--- src/rtl/alu_arbiter.sv ---
// Two-requester round-robin front end for a shared fixed-latency ALU.
// One transaction in flight: IDLE grants, EXEC waits ALU_LAT cycles, RESP holds the result.
module alu_arbiter #(
    parameter int unsigned ALU_LAT = 2
) (
    input  logic        clk,
    input  logic        rst_n,
    input  logic [1:0]  req_valid,
    output logic [1:0]  req_ready,
    input  logic [63:0] req_a,
    input  logic [63:0] req_b,
    input  logic [7:0]  req_op,
    output logic [1:0]  rsp_valid,
    input  logic [1:0]  rsp_ready,
    output logic [31:0] rsp_result,
    output logic [2:0]  rsp_flags,
    output logic [31:0] alu_a_operand,
    output logic [31:0] alu_b_operand,
    output logic [3:0]  alu_operation,
    input  logic [31:0] alu_result,
    input  logic        alu_exception,
    input  logic        alu_overflow,
    input  logic        alu_underflow,
    output logic        busy
);

    typedef enum logic [1:0] {
        IDLE,
        EXEC,
        RESP
    } state_t;

    localparam logic [3:0] CNT_INIT = 4'(ALU_LAT - 1);

    state_t      r_state;
    state_t      w_next;
    logic [3:0]  r_cnt;
    logic        r_last_grant;
    logic        r_grantee;
    logic [31:0] r_a;
    logic [31:0] r_b;
    logic [3:0]  r_op;
    logic [31:0] r_result;
    logic [2:0]  r_flags;
    logic        w_sel;
    logic        w_accept;

    always_comb begin
        w_next    = r_state;
        w_sel     = 1'b0;
        w_accept  = 1'b0;
        req_ready = '0;
        rsp_valid = '0;
        case (r_state)
            IDLE: begin
                if (req_valid != 2'b00) begin
                    // On a tie the requester not served last wins.
                    case (req_valid)
                        2'b01:   w_sel = 1'b0;
                        2'b10:   w_sel = 1'b1;
                        default: w_sel = ~r_last_grant;
                    endcase
                    req_ready[w_sel] = 1'b1;
                    w_accept         = 1'b1;
                    w_next           = EXEC;
                end
            end
            EXEC: begin
                if (r_cnt == 4'd0) w_next = RESP;
            end
            RESP: begin
                rsp_valid[r_grantee] = 1'b1;
                if (rsp_ready[r_grantee]) w_next = IDLE;
            end
            default: w_next = IDLE;
        endcase
    end

    always_ff @(posedge clk or negedge rst_n) begin
        if (!rst_n) begin
            r_state      <= IDLE;
            r_cnt        <= '0;
            r_last_grant <= 1'b1;
            r_grantee    <= 1'b0;
            r_a          <= '0;
            r_b          <= '0;
            r_op         <= '0;
            r_result     <= '0;
            r_flags      <= '0;
        end else begin
            r_state <= w_next;
            if (w_accept) begin
                r_a          <= w_sel ? req_a[63:32] : req_a[31:0];
                r_b          <= w_sel ? req_b[63:32] : req_b[31:0];
                r_op         <= w_sel ? req_op[7:4]  : req_op[3:0];
                r_grantee    <= w_sel;
                r_last_grant <= w_sel;
                r_cnt        <= CNT_INIT;
            end else if (r_state == EXEC) begin
                if (r_cnt == 4'd0) begin
                    r_result <= alu_result;
                    r_flags  <= {alu_exception, alu_overflow, alu_underflow};
                end else begin
                    r_cnt <= r_cnt - 4'd1;
                end
            end
        end
    end

    assign alu_a_operand = r_a;
    assign alu_b_operand = r_b;
    assign alu_operation = r_op;
    assign rsp_result    = r_result;
    assign rsp_flags     = r_flags;
    assign busy          = (r_state != IDLE);

endmodule

--- config.mk ---
export PLATFORM = sky130hd
export DESIGN_NAME = alu_arbiter
export DESIGN_NICKNAME = d
export VERILOG_FILES = /design/src/rtl/alu_arbiter.sv
export SDC_FILE = /design/constraint.sdc
export NUM_CORES = 1
export LEC_CHECK = 0
export CELL_PAD_IN_SITES_DETAIL_PLACEMENT = 1
export CELL_PAD_IN_SITES_GLOBAL_PLACEMENT = 2
export CORE_MARGIN = 4
export CORE_UTILIZATION = 24
export DETAILED_ROUTE_END_ITERATION = 10
export GPL_TIMING_DRIVEN = 0
export HOLD_SLACK_MARGIN = 0.08
export PLACE_DENSITY = 0.88
export SYNTH_ARGS = -nofsm -noshare
export SYNTH_HDL_FRONTEND = slang
export SYNTH_SLANG_ARGS = --single-unit
--- constraint.sdc ---
create_clock -name clk -period 2.6 [get_ports clk]
set_clock_uncertainty 0.2 [all_clocks]
set_input_delay 0.39 -clock clk [delete_from_list [all_inputs] [get_ports clk]]
set_output_delay 0.39 -clock clk [all_outputs]
set_load 0.03 [all_outputs]
Word-level counts from Yosys, hierarchy flattened
Cells that the tools add are included.
Word-level totals
  register bits: 111
  input bits: 177
  output and inout port bits: 108
  word-level logic and storage cells: 60
Cells by class
  $lt $le $gt $ge: 4
  bitwise operators: 2
  reductions and logical operators: 10
  add/sub/neg operators: 1
  equal/unequal tests: 8
  mux-type cells: 26
Operator list (count)
  2-to-1 mux 32 bit: 2
  2-to-1 mux 4 bit: 4
  2-to-1 mux 2 bit: 6
  2-to-1 mux 1 bit: 10
  inequality test 2 bit, second input constant: 4
  case mux 2 bit (3 select lines): 1
  AND reduction 3 bit: 2
  nonzero test 2 bit: 3
  == test 2 x 1 -> 1 bit, second input constant: 2
  == test 2 bit, second input constant: 2
  zero test 4 bit: 1
  less-than comparator 1 x 2 -> 1 bit, second input constant: 2
  subtractor 4 x 1 -> 4 bit, second input constant: 1
  demux 1 bit (select 1 bit): 2
  >= comparator 1 bit, second input constant: 2
  logical AND 1 bit: 2
  zero test 2 bit: 1
  inverter 1 bit: 2
  case mux 1 bit (2 select lines): 1
  AND reduction 2 bit: 1

Logic depth before layout (Yosys ltp)
  word-level depth: 10
  gate-level depth with buffers: 8
  gate-level depth less buffers: 5

Least setup slack after synthesis
OpenSTA, ideal clock, no wires.
  kind: in2out
  start: input port req_valid[0]
  end: output port req_ready[0]
  path buffers: 3
  arrival: 1.856 ns
  data required time: 2.010 ns
  stages on the path: 7
  setup slack: 0.154 ns
  path through: inv_1 ha_1 or3_1 clkbuf_1 buf_2 buf_2 a21oi_1
Between the ends
  cells in the longest elaborated chain, start to end: 10
  elaborated cells on any way between the ends: 13
  classes of those cells: 2 x order compare; 2 x eq/ne; 7 x mux; 2 x reduce/logical
Ends and longest elaborated chain
  start: declaration: RTL line 8  | input logic [1:0] req_valid,
  == test 2 bit or == test 2 x 1 -> 1 bit (tied branches): RTL line 58  | case (req_valid)
  case mux 1 bit (2 select lines): RTL line 58
  2-to-1 mux 1 bit: RTL line 56  | if (req_valid != 2'b00) begin
  2-to-1 mux 1 bit: RTL line 54  | case (r_state)
  less-than comparator 1 x 2 -> 1 bit (implied by the code) or >= comparator 1 bit (tied branches): RTL line 63  | req_ready[w_sel] = 1'b1;
  logical AND 1 bit (implied by the code): RTL line 63
  2-to-1 mux 1 bit (implied by the code): RTL line 63
  demux 1 bit (select 1 bit): RTL line 63
  2-to-1 mux 2 bit *: RTL line 56
  2-to-1 mux 2 bit *: RTL line 54
  end: declaration: RTL line 9  | output logic [1:0] req_ready,
Every way passes the cells marked *; elsewhere a longest branch is shown, timed or not. The select of a mux whose other input is x is not followed.

Worst setup path in the final report
  start: input port req_valid[1]
  end: output port req_ready[1]
The elaborated chain is that of the path after synthesis.

==> run summary <==
Setup-failing EPs final = 0
critical path's largest stage delay = 0.37 ns
Vias/cell = 4.763
CP Depth = 9
status = completed
Distinct cells, synth = 34
CP Cell Sequence = dlygate4sd2_1 > inv_2 > ha_4 > and2b_4 > or3_4 > buf_8 > nor2_1 > buf_4 > buf_6
leakage = 3.748 nW
CP required = 2.01 ns
Synth Area in XOR/XNOR = 0%
reg-to-reg endpoint = alu_b_operand[19]$_DFFE_PN0P_
Worst-Skew Late Latency = 0.36 ns
Slew @ Worst Pin = 0.5439 ns
number of core rows = 56
post-synth top area cell = dfrtp_1
fin crit share = 97.45%
post-synthesis net count = 701
# placed instances = 1124
layout cell share with drive strength beyond 1 = 15.94%
met3 Use GR = 5.037%
Starting Density = 24.40%
first-pass GRT wire length = 35840 um
grt ovf = 0
synth warn = 0
via count = 5444
antenna violations before repair = 3
DRT Pass-1 Iters = 4
crit path max fanout = 4
GR Util met2 = 28.85%
min Tclk post-route = 2.534 ns
Max Cap Violations = 0
GPL Wtd Cong = 0.7497
crit path buf inv count = 5
Clock Sinks = 111
VDD IR-drop max = 0.4897 mV
final WL = 23370 um
Synth Instances = 520
Top Ports = 285
Syn Area/Cell = 11.05 um2
CORE AREA = 0.02354 mm2
Detail Route Antenna Nets = 0
Die Wd = 162.7 um
max-slew violation count = 0
Mapped Area = 0.005744 mm2
most frequent cells in the layout = 279 x clkdlybuf4s50_1, 140 x nand2_1, 110 x dfrtp_1
RSZ-0062 raised after global routing = no
fin util = 39.74%
Area after DPL = 0.009015 mm2
Layout area overhead = 62.88%
vias in the first global route = 6014
Setup Crit Path Kind = input port to output pin
Finished Layout Cells = 1143
DR WL/cell = 20.45 um
pin count of the biggest net entering global routing = 59
slowest stage cell on the critical path = or3_4
synthesized flop and latch total = 111
met1 GRT Util = 21.96%
initial drt markers = 200
hold path startpoint = r_last_grant$_DFFE_PN1P_
Reg clk slew, reported paths = 0.08 ns
Max clock buf depth = 2
PD cells = 1191 mW/mm2
Max Clk Rate = 394.7 MHz
Seq/Total Area, Yosys = 48.38%
Tot GR Track Use = 17.29%
crit path launch type = input port
Synth Area in Compound Gates = 26.27%
top-area cell type share of the netlist area = 47.92%
hpwl dp = 17460 um
worst r2r src = r_last_grant$_DFFE_PN1P_
final net count = 998
worst hold stages = 2
Post-route DRC = 0
clk root buf = clkbuf_16
r2r setup slk = 0.42 ns
CP top delay family = buffers and inverters
busiest layer in global routing = met2
multiplexer share of the synthesized area = 7.036%
H-Tree Level Count = 3
Synth area leaders = dfrtp_1 48%, o211ai_2 15%, nand2_1 9.1%
main combinational cell family by area after synthesis = compound AO/OA/AOI/OAI gates
endpoints failing hold = 0
Die Y = 162.7 um
die area = 0.02647 mm2
Hold WC Path Type = register to register
crit end category = output pin
simple logic cell fraction of the synthesized area = 11.61%
Slew Limit Headroom = 63.74%
cells on worst reg2reg path = 7
Synth Area in Adders = 0.8713%
critical path data arrival time = 1.94 ns
worst hold endpoint = r_last_grant$_DFFE_PN1P_
number of port buffers = 284
CTS tree = built
commonest non-fill, non-tap cell in the layout = clkdlybuf4s50_1
total CTS buffers = 9
Final Power = 0.01114 W
final instance area = 0.009356 mm2
[per-layer routing]
metal	vias up	share of wire, %	routed length, um
met3	26	8.1	1891
met5	-	0.068	16
li1	2529	-	-
met2	208	48	11310
met1	2677	42	9736
met4	4	1.8	414
[report_power, final]
part	internal, W	switching (W)	leakage (nW)
clock network	0.000676	0.000750	0.140
registers	0.00259	0.000501	1.35
logic	0.00273	0.00389	2.26
[sequential cells by signal (all words and copies together), names as in the netlist]
| signal | cells |
|---|---|
| alu_operation | 4 |
| r_last_grant | 1 |
| alu_b_operand | 32 |
| alu_a_operand | 32 |
| r_state | 2 |
| rsp_flags | 3 |
| r_cnt | 4 |
| r_grantee | 1 |
| rsp_result | 32 |
[cell families (layout without fill, tap and decap cells)]
family	count (synthesis)	after routing
AOI/OAI and AO/OA	147	147
muxes	36	36
buffers and inverters	61	363
other	0	2
DFF	111	111
and+or+nand+nor	161	161
adders and majority gates	4	4
[metrics by stage]
stage               TNS (ns)  worst slack (ns)  hold slack (ns)
detailed placement    -15.95            -1.140           0.1919
CTS                        0           0.06384           0.2806
global route               0          0.004124           0.3156
global placement     -445.10            -3.905           0.2585
finish                     0           0.06633           0.2769
floorplan                  0            0.1536          -0.1056
[how the worst max path moves through the flow]
stage | endpoint | start | slack, ns
final | req_ready[1] | req_valid[1] | 0.07
after CTS | req_ready[1] | req_valid[1] | 0.06
after global placement | alu_a_operand[31]$_DFFE_PN0P_ | rst_n | -3.91
after detailed placement | req_ready[1] | req_valid[0] | -1.14
after floorplan | req_ready[0] | req_valid[0] | 0.15
after global routing | req_ready[1] | req_valid[1] | 0.004
[synth_stat cells (all sizes together)]
library cell and n:
nor2b 1, nor3b 1, dfrtp 110, o31ai 1, a311oi 1, mux2i 1
ha 4, o211ai 69, nor3 2, or3 3, nand3 1, and2b 2
and3b 1, nand2b 5, buf 25, or2 1, mux2 35, nor2 2
inv 4, dfstp 1, nand2 141, o21ai 4, a21oi 3, or3b 1
o311ai 69, clkbuf 32
[area by class of cell]
| class | count | area, um2 |
|---|---|---|
| fill | 2659 | 14190 |
| timing repair buffer | 289 | 2900 |
| sequential | 111 | 2779 |
| multi-input combinational | 348 | 2658 |
| tap | 319 | 399.1 |
| buffer | 54 | 310.3 |
| clock buffer | 9 | 225.2 |
| clock inverter | 7 | 65.06 |
| inverter | 4 | 15.01 |
| antenna | 2 | 5.005 |
[worst register-to-register path, stage by stage, from the launching register on]
cell and delay (ns):
dfstp_2 0.54, nor2b_4 0.27, or3_4 0.18, buf_8 0.10, buf_4 0.21, buf_4 0.23
buf_6 0.21, o211ai_2 0.11
[timing repair]
item,CTS,global route
gates resized for setup,25,0
buffers inserted,3,0
hold buffers,1,0
hold endpoints to repair,53,0
endpoints found under the setup margin,14,0
No activity file was read; power rests on OpenSTA's default activity.
